File: src/rtl/bcd_disp_pkg.sv
// Shared definitions for the BCD 7-segment display blocks: digit type,
// display width and the active-low segment patterns ({g,f,e,d,c,b,a}).
package bcd_disp_pkg;

    localparam int NUM_DIGITS = 8;
    localparam int IDX_W      = $clog2(NUM_DIGITS);

    typedef logic [3:0] digit_t;

    localparam logic [6:0] SEG_0    = 7'b1000000;
    localparam logic [6:0] SEG_1    = 7'b1111001;
    localparam logic [6:0] SEG_2    = 7'b0100100;
    localparam logic [6:0] SEG_3    = 7'b0110000;
    localparam logic [6:0] SEG_4    = 7'b0011001;
    localparam logic [6:0] SEG_5    = 7'b0010010;
    localparam logic [6:0] SEG_6    = 7'b0000010;
    localparam logic [6:0] SEG_7    = 7'b1111000;
    localparam logic [6:0] SEG_8    = 7'b0000000;
    localparam logic [6:0] SEG_9    = 7'b0010000;
    localparam logic [6:0] SEG_DASH = 7'b0111111;
    localparam logic [6:0] SEG_OFF  = 7'b1111111;

endpackage

File: src/rtl/bcd_to_seg7.sv
// Combinational BCD digit to active-low 7-segment decoder.
// Codes 10..15 are not valid BCD and are shown as a dash so a corrupted
// counter value is visible rather than silently mis-rendered.
module bcd_to_seg7
    import bcd_disp_pkg::*;
(
    input  digit_t     digit,
    output logic [6:0] seg
);

    // Table lookup from digit value to segment pattern
    always_comb begin
        seg = SEG_DASH;
        case (digit)
            4'd0:    seg = SEG_0;
            4'd1:    seg = SEG_1;
            4'd2:    seg = SEG_2;
            4'd3:    seg = SEG_3;
            4'd4:    seg = SEG_4;
            4'd5:    seg = SEG_5;
            4'd6:    seg = SEG_6;
            4'd7:    seg = SEG_7;
            4'd8:    seg = SEG_8;
            4'd9:    seg = SEG_9;
            default: seg = SEG_DASH;
        endcase
    end

endmodule

File: src/rtl/bcd_scan_display.sv
// Time-multiplexed 8-digit common-anode 7-segment driver for a packed BCD word.
// One digit is lit per refresh slot, with an all-dark guard interval at the
// start of each slot to suppress ghosting. The BCD word is captured once per
// scan frame so a frame never mixes two values. In edit mode (load) the digit
// selected by bitSW blinks.
// Optional feature: define LEADING_ZERO_BLANK_EN to blank leading zeros
// (digits 7..1); digit 0 is always shown.
module bcd_scan_display
    import bcd_disp_pkg::*;
#(
    parameter int REFRESH_DIV  = 100000,
    parameter int GUARD_CYC    = 1000,
    parameter int BLINK_FRAMES = 64
) (
    input  logic                  clk,
    input  logic                  rst,
    input  logic [31:0]           bcd_in,
    input  logic                  load,
    input  logic [IDX_W-1:0]      bitSW,
    output logic [NUM_DIGITS-1:0] an,
    output logic [6:0]            seg,
    output logic                  dp
);

    localparam int PRE_W = $clog2(REFRESH_DIV);
    localparam int FRM_W = (BLINK_FRAMES > 1) ? $clog2(BLINK_FRAMES) : 1;

    localparam logic [PRE_W-1:0] PRE_LAST  = PRE_W'(REFRESH_DIV - 1);
    localparam logic [PRE_W-1:0] GUARD_END = PRE_W'(GUARD_CYC);
    localparam logic [FRM_W-1:0] FRM_LAST  = FRM_W'(BLINK_FRAMES - 1);
    localparam logic [IDX_W-1:0] IDX_LAST  = IDX_W'(NUM_DIGITS - 1);

    logic [PRE_W-1:0]      prescaler;
    logic [IDX_W-1:0]      idx;
    logic [31:0]           snapshot;
    logic [FRM_W-1:0]      frame_cnt;
    logic                  blink_phase;

    logic                  tick;
    logic                  frame_wrap;
    logic                  in_guard;
    logic                  blink_blank;
    logic                  lz_blank;
    digit_t                cur_digit;
    logic [6:0]            dec_seg;
    logic [NUM_DIGITS-1:0] an_next;
    logic [6:0]            seg_next;

    assign tick       = (prescaler == PRE_LAST);
    assign frame_wrap = tick && (idx == IDX_LAST);

    // Slot prescaler: counts 0..REFRESH_DIV-1 and wraps
    always_ff @(posedge clk or posedge rst) begin
        if (rst) begin
            prescaler <= '0;
        end else if (tick) begin
            prescaler <= '0;
        end else begin
            prescaler <= prescaler + PRE_W'(1);
        end
    end

    // Digit index advances once per slot, wrapping 7 -> 0
    always_ff @(posedge clk or posedge rst) begin
        if (rst) begin
            idx <= '0;
        end else if (tick) begin
            idx <= (idx == IDX_LAST) ? '0 : idx + IDX_W'(1);
        end
    end

    // Capture the BCD word only at the frame boundary so a frame stays coherent
    always_ff @(posedge clk or posedge rst) begin
        if (rst) begin
            snapshot <= '0;
        end else if (frame_wrap) begin
            snapshot <= bcd_in;
        end
    end

    // Blink timebase: toggle the phase every BLINK_FRAMES complete frames,
    // free-running so the blink is already in step when load goes high
    always_ff @(posedge clk or posedge rst) begin
        if (rst) begin
            frame_cnt   <= '0;
            blink_phase <= 1'b0;
        end else if (frame_wrap) begin
            if (frame_cnt == FRM_LAST) begin
                frame_cnt   <= '0;
                blink_phase <= ~blink_phase;
            end else begin
                frame_cnt <= frame_cnt + FRM_W'(1);
            end
        end
    end

    assign cur_digit = snapshot[{idx, 2'b00} +: 4];

    bcd_to_seg7 u_dec (
        .digit (cur_digit),
        .seg   (dec_seg)
    );

`ifdef LEADING_ZERO_BLANK_EN
    logic [NUM_DIGITS-1:0] lz_mask;

    // Mark digits 7..1 that are zero with only zeros above them
    always_comb begin
        logic zeros_above;
        zeros_above = 1'b1;
        lz_mask     = '0;
        for (int i = NUM_DIGITS - 1; i >= 1; i--) begin
            zeros_above = zeros_above && (snapshot[4*i +: 4] == 4'd0);
            lz_mask[i]  = zeros_above;
        end
    end

    assign lz_blank = lz_mask[idx];
`else
    assign lz_blank = 1'b0;
`endif

    assign in_guard    = (prescaler < GUARD_END);
    assign blink_blank = load && (bitSW == idx) && blink_phase;

    // Next anode/segment pattern; blanking keeps the anode driven so
    // per-digit on-time (and so brightness) never changes
    always_comb begin
        an_next  = '1;
        seg_next = SEG_OFF;
        if (!in_guard) begin
            an_next = ~(NUM_DIGITS'(1) << idx);
            if (blink_blank || lz_blank) begin
                seg_next = SEG_OFF;
            end else begin
                seg_next = dec_seg;
            end
        end
    end

    // Registered outputs give glitch-free pad drive
    always_ff @(posedge clk or posedge rst) begin
        if (rst) begin
            an  <= '1;
            seg <= SEG_OFF;
        end else begin
            an  <= an_next;
            seg <= seg_next;
        end
    end

    assign dp = 1'b1;

endmodule

File: config.mk
export PLATFORM = sky130hd
export DESIGN_NAME = bcd_scan_display
export DESIGN_NICKNAME = d
export VERILOG_FILES = /design/src/rtl/bcd_disp_pkg.sv /design/src/rtl/bcd_to_seg7.sv /design/src/rtl/bcd_scan_display.sv
export SDC_FILE = /design/constraint.sdc
export NUM_CORES = 1
export LEC_CHECK = 0
export BUFFER_PORTS_ARGS = -buffer_cell sky130_fd_sc_hd__buf_2
export CORE_MARGIN = 2
export CORE_UTILIZATION = 60
export DETAILED_ROUTE_END_ITERATION = 8
export PLACE_DENSITY = 0.87
export SKIP_CTS_REPAIR_TIMING = 1
export SLEW_MARGIN = 20
export SYNTH_ARGS = -nofsm -noshare
export SYNTH_HDL_FRONTEND = slang
export SYNTH_SLANG_ARGS = --single-unit
export TNS_END_PERCENT = 30
File: constraint.sdc
create_clock -name clk -period 4.1 [get_ports clk]
set_input_delay 0.41 -clock clk [delete_from_list [all_inputs] [get_ports clk]]
set_output_delay 0.41 -clock clk [all_outputs]
set_load 0.02 [all_outputs]
==> impl_metrics.toml, run 1 <==
[timing]
tns_ns = 0
setup_viol = 0
report.final.slew_viol_count = 0
finalClockSkew_ns = 0.006311
min_period_ns = 2.471
hold_viol_final = 0
rsz0062_at_grt = "no"
relSlewSlack = 0.5021
worstMarginPinSlew_ns = 0.7401
max_freq_mhz = 404.8
finalCritPeriodShare = 0.6026

[cells_and_area]
utilization = 0.7371
fillers = 376
fin_nets = 383
n_antenna_cell = 0
drive_above_1_share = 0.4077
fin_area_um2 = 4109
areaGrowthSynthToFinish_pct = 17.08
layoutNonFillerInstCount = 408

[route]
drtPass1Iterations = 5
dr_wl_met2_um = 3571
wirelength_um = 6991
top_layer = "met4"
wire_per_inst_um = 17.13
first_iter_violations = 139
drc_errors = 0
vias = 2355
met1_length_um = 2931
ant_nets = 0
viasPerCell = 5.772
wl_met3_um = 330

[floorplan]
dieArea_um2 = 6477
rows = 27
die_h_um = 80.48
fp.dieW_um = 80.48
pin_count = 54
core_um2 = 5574
initial_core_util = 0.6296

[place]
hpwl_um = 4979
place_congestion = 0.8916
place_area_um2 = 3834
io_buffers = 52
place_inst = 392

[critical_path]
critPathCaptureType = "flop"
critical_path_peak_fanout = 12
cp-startpoint = "idx[0]"
r2r_start = "idx[0]"
path_class = "reg2reg"
cp_slowest_cell = "dfrtp_1"
worstPathCellList = "mux4_2 > mux2_2 > nor4_1 > a22oi_1"
startpoint_type = "flop"
required_ns = 4.35
r2r_end = "seg[5]"
cpPeakStageDelay_ns = 0.74
arrival_ns = 2.72
reg2reg_slack_ns = 1.63
cp-endpoint = "seg[5]"
r2r_cells = 4

[global_routing]
grt_pass1_wl_um = 11540
grt_use_total = 0.2422
antenna_found_initial = 0
grt_max_degree = 40
grt_pass1_vias = 2460
grt_overflow = 0

[synthesis]
synth.avg_cell_area_um2 = 12.86
ys_seq_area_frac = 0.5330
synth_top_area_share = 0.4207
ys_warn_count = 0
synth_flop_cell = "dfrtp_1"
synthArstFlopShare = 1.000
ys_seq_elements = 74
synthTopCellsByCount = "dfrtp_1, mux2_2, dfstp_2, ha_1, nand2_1"
synth_edf_count = 0
yosysTopAreaCell = "dfrtp_1"
syn_nets = 325
synthCells = 273
ys_types = 45
synthTopCellsByArea = "dfrtp_1, mux2_2, dfstp_2"
synth.cell_area_um2 = 3510
yosysMostFrequentCell = "dfrtp_1"

[cts]
tritoncts = "done"
clockBufferDepth = 2
root_buffer = "clkbuf_8"
cts.sinks = 74
clock_latency_ns = 0.34
numCtsBuffers = 9
ctsHtreeMaxLevel = 3
clk_pin_slew_ns = 0.07

[worst_hold_path]
hold_path.class = "in2async"

[pwr]
ir_drop_mv = 0.2585
p_per_area_nw_per_um2 = 386.8
power.leakage_nw = 1.837

[status]
status = "finished, final reports clean"

[run]
maxCapViolCount = 0
[placed cells by master (no fill, tap or decap), types with 6 or more instances in the layout]
| master | instances |
|---|---|
| buf_2 | 52 |
| ha_1 | 14 |
| mux2_2 | 39 |
| xor2_1 | 6 |
| xnor2_1 | 12 |
| dfstp_2 | 15 |
| nand3_1 | 12 |
| nand2_1 | 14 |
| clkbuf_8 | 11 |
| inv_1 | 11 |
| nor2_1 | 13 |
| mux4_2 | 8 |
| o21ai_0 | 7 |
| dfrtp_1 | 59 |
[registers in the layout, indices dropped and copies added (netlist names)]
register / count
snapshot: 32
prescaler: 17
an: 8
seg: 7
frame_cnt: 6
idx: 3
blink_phase: 1
[metrics by stage]
step	setup slack, ns	power (mW)	hold WS [ns]
final	1.629	1.589	0.1936
after global routing	1.360	1.644	0.2469
after CTS	1.615	1.601	0.2011
after detailed placement	1.625	0.8428	0.4714
after global placement	1.724	0.8388	0.4595
after floorplan	1.833	0.8097	0.4460
[layer usage]
layer,vias up,global-route usage
li1,1099,-
met1,1168,0.2872
met2,73,0.4167
met3,15,0.06404
met4,0,0.1000
met5,-,0
[final cells by class]
type	instances	area [um2]	share of cell area
Inverter	13	48.80	0.01188
Multi-Input combinational cell	179	1549	0.3770
Tap cell	72	90.09	0.02192
Clock inverter	5	123.9	0.03015
Sequential cell	74	1871	0.4552
Clock buffer	11	151.4	0.03685
Timing Repair Buffer	54	275.3	0.06699
[worst min-delay path by stage]
stage | startpoint | to | slack, ns | cells after the start
floorplan | blink_phase | blink_phase | 0.45 | 1
global placement | blink_phase | blink_phase | 0.46 | 1
detailed placement | prescaler[0] | prescaler[0] | 0.47 | 1
CTS | rst | snapshot[23] | 0.20 | 2
global route | rst | snapshot[23] | 0.25 | 2
finish | rst | snapshot[4] | 0.19 | 2
[cell families after synthesis]
kind of cell | count (synthesis) | share of synthesized area
compound gates | 25 | 0.04634
xor+xnor | 18 | 0.04492
fa+ha+maj | 14 | 0.04991
buf+inv | 20 | 0.02566
flops | 74 | 0.5330
mux | 51 | 0.1879
other cells | 1 | 0.001068
simple gates | 70 | 0.1112
[worst max-delay path: cells and delay by family (launching register included)]
kind               cells  cell delay (ns)
and+or+nand+nor        1             0.52
AOI/OAI and AO/OA      1             0.18
muxes                  2             0.94
DFF                    1             0.74
[power breakdown]
group,total (mW),switching [mW],internal (mW)
Clock,0.759,0.262,0.497
Sequential,0.757,0.0104,0.746
Combinational,0.0732,0.0365,0.0367
Total,1.59,0.309,1.28
(Power assumes the default switching activity.)
==> run 2, diff against run 1 <==
--- a/config.mk
+++ b/config.mk
@@ -7,9 +7,9 @@
 export LEC_CHECK = 0
 export BUFFER_PORTS_ARGS = -buffer_cell sky130_fd_sc_hd__buf_2
 export CORE_MARGIN = 2
-export CORE_UTILIZATION = 60
+export CORE_UTILIZATION = 51
 export DETAILED_ROUTE_END_ITERATION = 8
-export PLACE_DENSITY = 0.87
+export PLACE_DENSITY = 0.79
 export SKIP_CTS_REPAIR_TIMING = 1
 export SLEW_MARGIN = 20
 export SYNTH_ARGS = -nofsm -noshare
==> constraint.sdc (replaced) <==
create_clock -name clk -period 2 [get_ports clk]
set_input_delay 0.2 -clock clk [delete_from_list [all_inputs] [get_ports clk]]
set_output_delay 0.2 -clock clk [all_outputs]
set_load 0.02 [all_outputs]
==> run 2 against run 1 <==
The flow now finishes with violations (negative setup slack). Core utilization is 5.7 points lower. Via count is 5.2% higher. Power is 92% higher. Fmax is 22% higher. Global-route usage is 4.7 points lower. First-iteration DRC count is 3.6% lower. Final area is 11% higher. Critical endpoint is now frame_cnt[5].
==> impl_metrics.toml, run 2 (same netlist as run 1, synthesis figures left out) <==
[worst_hold_path]
hold_path.class = "in2reg"

[pwr]
power.leakage_nw = 2.020
power.switching_mw = 0.7090
p_per_area_nw_per_um2 = 668.0
clkPwrFrac = 0.430
ir_drop_mv = 0.4700
switching_share = 0.2324
p_comb_frac = 0.063
p_int_mw = 2.342
p_seq_frac = 0.507

[timing]
hold_viol_final = 0
min_period_ns = 2.028
report.final.slew_viol_count = 0
finalCritPeriodShare = 1.014
rsz0062_at_grt = "yes"
tns_ns = -0.02832
relSlewSlack = 0.6585
setup_viol = 2
worstMarginPinSlew_ns = 0.5115
worst_slack_ns = -0.02818
max_freq_mhz = 493.1
finalClockSkew_ns = 0.01563

[cts]
cts.sinks = 74
clockBufferDepth = 2
clk_pin_slew_ns = 0.09
tritoncts = "done"
root_buffer = "clkbuf_8"
clock_latency_ns = 0.36
ctsHtreeMaxLevel = 3
numCtsBuffers = 9

[place]
pre_cts_slack_ns = -0.09460
place_area_um2 = 4151
hpwl_um = 4943
io_buffers = 52
place_congestion = 0.8361

[cells_and_area]
final_common_cell = "dfrtp_1"
fillers = 466
areaGrowthSynthToFinish_pct = 30.16
final_cell_mix = "dfrtp_1, buf_2, mux2_2"
utilization = 0.6799
fin_nets = 419
reg_top3 = "snapshot x32, prescaler x17, an x8"
largest_reg_flops = 32
fin_area_um2 = 4568
largest-register = "snapshot"
n_antenna_cell = 0
drive_above_1_share = 0.5296

[floorplan]
initial_core_util = 0.5223
core_um2 = 6719
dieArea_um2 = 7561
fp.dieW_um = 86.96
rows = 30
die_h_um = 86.96
pin_count = 54

[global_routing]
grt_use_total = 0.1948
grt_pass1_vias = 2486
grt_pass1_wl_um = 11380
antenna_found_initial = 0
grt_max_degree = 53
grt_overflow = 0

[critical_path]
required_ns = 2.23
arrival_ns = 2.25
critPathCaptureType = "flop"
path_class = "reg2reg"
startpoint_type = "flop"
critical_path_peak_fanout = 3

[route]
wirelength_um = 7289
drc_errors = 0
vias = 2477
viasPerCell = 5.480
first_iter_violations = 134
wire_per_inst_um = 16.13
drtPass1Iterations = 4
ant_nets = 0

[status]
violations = "negative setup slack"
status = "finished with violations"

[run]
maxCapViolCount = 0
==> run 2: metrics by stage <==
step	hold slack (ns)	std cells	total power, mW
6_report	0.06797	452	3.051
5_1_grt	0.06292	452	3.158
4_1_cts	-0.1326	447	3.036
3_5_place_dp	0.2522	431	1.735
3_3_place_gp	0.2443	431	1.727
2_1_floorplan	0.3504	273	1.660
==> run 2: worst paths after layout <==
path / from / endpoint / slack (ns) / cells after the start
setup / recovery: prescaler[8] / frame_cnt[5] / -0.03 / 4
hold / removal: bcd_in[10] / snapshot[10] / 0.07 / 2
setup reg to reg: prescaler[8] / frame_cnt[5] / -0.03 / 4
hold reg to reg: prescaler[0] / prescaler[0] / 0.50 / 1
max in group asynchronous: rst / an[7] / 0.91 / 4
min in group asynchronous: rst / snapshot[10] / 0.41 / 3
==> run 2: cell type report <==
| class | instances | area (um2) | area share |
|---|---|---|---|
| clock buffer | 9 | 123.9 | 0.02712 |
| clock inverter | 7 | 101.3 | 0.02219 |
| inverter | 13 | 56.30 | 0.01233 |
| multi-input combinational | 179 | 1705 | 0.3733 |
| sequential | 74 | 1872 | 0.4098 |
| tap | 80 | 100.1 | 0.02191 |
| timing repair buffer | 90 | 609.3 | 0.1334 |
==> run 2: power groups by stage <==
stage                     logic [mW]  registers [mW]  clock network (mW)
after floorplan               0.0930            1.57                   0
after global placement         0.153            1.57                   0
after detailed placement       0.159            1.58                   0
after CTS                      0.161            1.55                1.33
after global routing           0.209            1.55                1.40
final                          0.191            1.55                1.31
==> run 2: layer usage <==
layer,global-route usage,wire length (um)
met4,0.08523,155
met2,0.3088,3621
met5,0,0
met3,0.03886,311
met1,0.2610,3200
==> run 2: critical path, stage by stage (launching register included) <==
cell and delay (ns):
dfrtp_1 0.40, or4b_2 0.68, or4_4 0.48, o41ai_4 0.23, o41ai_2 0.11
==> run 3, diff against run 2 <==
--- a/config.mk
+++ b/config.mk
@@ -11,6 +11,7 @@
 export DETAILED_ROUTE_END_ITERATION = 8
 export PLACE_DENSITY = 0.79
 export SKIP_CTS_REPAIR_TIMING = 1
+export SKIP_LAST_GASP = 1
 export SLEW_MARGIN = 20
 export SYNTH_ARGS = -nofsm -noshare
 export SYNTH_HDL_FRONTEND = slang
==> run 3 against run 2 <==
Cell count is the same. Via count grew 0.44%. Sequential share of layout area grew 0.10 points. Non-clock buffer count unchanged. Final area is 0.25% lower. First-iteration DRC count is 26% lower. Worst setup slack better by 0.012 ns. Routed wire length is essentially flat. Fmax is 0.61% higher. Critical endpoint unchanged. The flow still finishes with violations (negative setup slack).
==> impl_metrics.toml, run 3 (same netlist as run 1, synthesis figures left out) <==
[pwr]
p_seq_frac = 0.507
clkPwrFrac = 0.431
p_per_area_nw_per_um2 = 670.3
power_mw = 3.055
switching_share = 0.2331
power.leakage_nw = 2.019
p_int_mw = 2.343
p_comb_frac = 0.063
ir_drop_mv = 0.4700
power.switching_mw = 0.7122

[critical_path]
worstPathCellList = "or4b_2 > or4_4 > o41ai_2 > o41ai_2"
crit_top_cell = "o41ai_2"
crit_family = "simple AND/OR/NAND/NOR gates"
r2r_cells = 4
required_ns = 2.22
reg2reg_slack_ns = -0.02
path_class = "reg2reg"
cpPeakStageDelay_ns = 0.67
critical_path_peak_fanout = 3
cp_slowest_cell = "or4b_2"
r2r_start = "prescaler[8]"
r2r_end = "frame_cnt[5]"
crit_buf_inv = 0
startpoint_type = "flop"
critPathCaptureType = "flop"
arrival_ns = 2.24

[floorplan]
core_um2 = 6719
initial_core_util = 0.5223
fp.dieW_um = 86.96
die_h_um = 86.96
dieArea_um2 = 7561
rows = 30
pin_count = 54

[cells_and_area]
layoutNonFillerInstCount = 452
final_cell_mix = "dfrtp_1, buf_2, mux2_2"
largest-register = "snapshot"
n_antenna_cell = 0
drive_above_1_share = 0.5296
fin_area_um2 = 4557
reg_top3 = "snapshot x32, prescaler x17, an x8"
areaGrowthSynthToFinish_pct = 29.84
utilization = 0.6782
fin_nets = 419
final_common_cell = "dfrtp_1"
largest_reg_flops = 32

[timing]
finalClockSkew_ns = 0.01530
hold_viol_final = 0
max_freq_mhz = 496.1
worst_slack_ns = -0.01581
finalCritPeriodShare = 1.008
report.final.slew_viol_count = 0
rsz0062_at_grt = "yes"
relSlewSlack = 0.6578
setup_viol = 1
tns_ns = -0.01581
worstMarginPinSlew_ns = 0.5126
min_period_ns = 2.016

[global_routing]
antenna_found_initial = 0
grt_pass1_wl_um = 11380
grt_pass1_vias = 2486
grt_max_degree = 53
grt_use_total = 0.1948
grt_overflow = 0

[worst_hold_path]
whs_endpoint = "snapshot[10]"
min_from = "bcd_in[10]"
hold_path.class = "in2reg"
min_path_cells = 2

[status]
status = "finished with violations"
violations = "negative setup slack"

[place]
hpwl_um = 4943
place_area_um2 = 4151
place_inst = 431
place_congestion = 0.8361
io_buffers = 52

[run]
maxCapViolCount = 0

[cts]
clk_pin_slew_ns = 0.09
cts.sinks = 74
tritoncts = "done"
ctsHtreeMaxLevel = 3
clockBufferDepth = 2
clock_latency_ns = 0.36
numCtsBuffers = 9
root_buffer = "clkbuf_8"

[route]
wire_per_inst_um = 16.14
viasPerCell = 5.504
wirelength_um = 7295
ant_nets = 0
drtPass1Iterations = 4
first_iter_violations = 99
drc_errors = 0
vias = 2488
-- run 3: cell counts in the layout (fill, tap and decap cells not counted) --
No cell type changed its count.
-- run 3: through the flow --
| step | hold WS, ns | setup WS, ns |
|---|---|---|
| 4_1_cts | -0.1326 | -0.1224 |
| 3_3_place_gp | 0.2443 | 0.004511 |
| 2_1_floorplan | 0.3504 | -0.08078 |
| 3_5_place_dp | 0.2522 | -0.09460 |
| 5_1_grt | 0.06292 | -0.07740 |
| 6_report | 0.06708 | -0.01581 |
-- run 3: worst reg2reg max path, cell delays in order (launching register included) --
cell,delay [ns]
dfrtp_1,0.39
or4b_2,0.67
or4_4,0.47
o41ai_2,0.25
o41ai_2,0.12
-- run 3: power groups by stage --
| stage | Combinational (mW) | Clock (mW) | Sequential (mW) |
|---|---|---|---|
| 2_1_floorplan | 0.0930 | 0 | 1.57 |
| 3_3_place_gp | 0.153 | 0 | 1.57 |
| 3_5_place_dp | 0.159 | 0 | 1.58 |
| 4_1_cts | 0.161 | 1.33 | 1.55 |
| 5_1_grt | 0.209 | 1.40 | 1.55 |
| 6_report | 0.191 | 1.32 | 1.55 |
-- run 3: layer usage --
layer,vias to the layer above,GRT usage,part of all wire
li1,1164,-,-
met1,1244,0.2610,0.45
met2,65,0.3088,0.50
met3,15,0.03886,0.031
met4,0,0.08523,0.022
met5,-,0,0
-- run 3: cell type report --
cell class | count | area, um2
clock buffers | 9 | 123.9
clock inverters | 7 | 101.3
fillers | 469 | 2162
inverters | 13 | 56.30
multi-input cells | 179 | 1694
flip-flops and latches | 74 | 1872
well taps | 80 | 100.1
repair buffers | 90 | 609.3
-- run 3: how the worst max path moves through the flow --
stage	depth (start not counted)	slack, ns	to	start
2_1_floorplan	5	-0.08	frame_cnt[0]	prescaler[6]
3_5_place_dp	7	-0.09	seg[1]	idx[0]
6_report	4	-0.02	frame_cnt[5]	prescaler[8]
3_3_place_gp	7	0.005	seg[1]	idx[0]
4_1_cts	7	-0.12	seg[1]	idx[0]
5_1_grt	8	-0.08	seg[1]	idx[0]
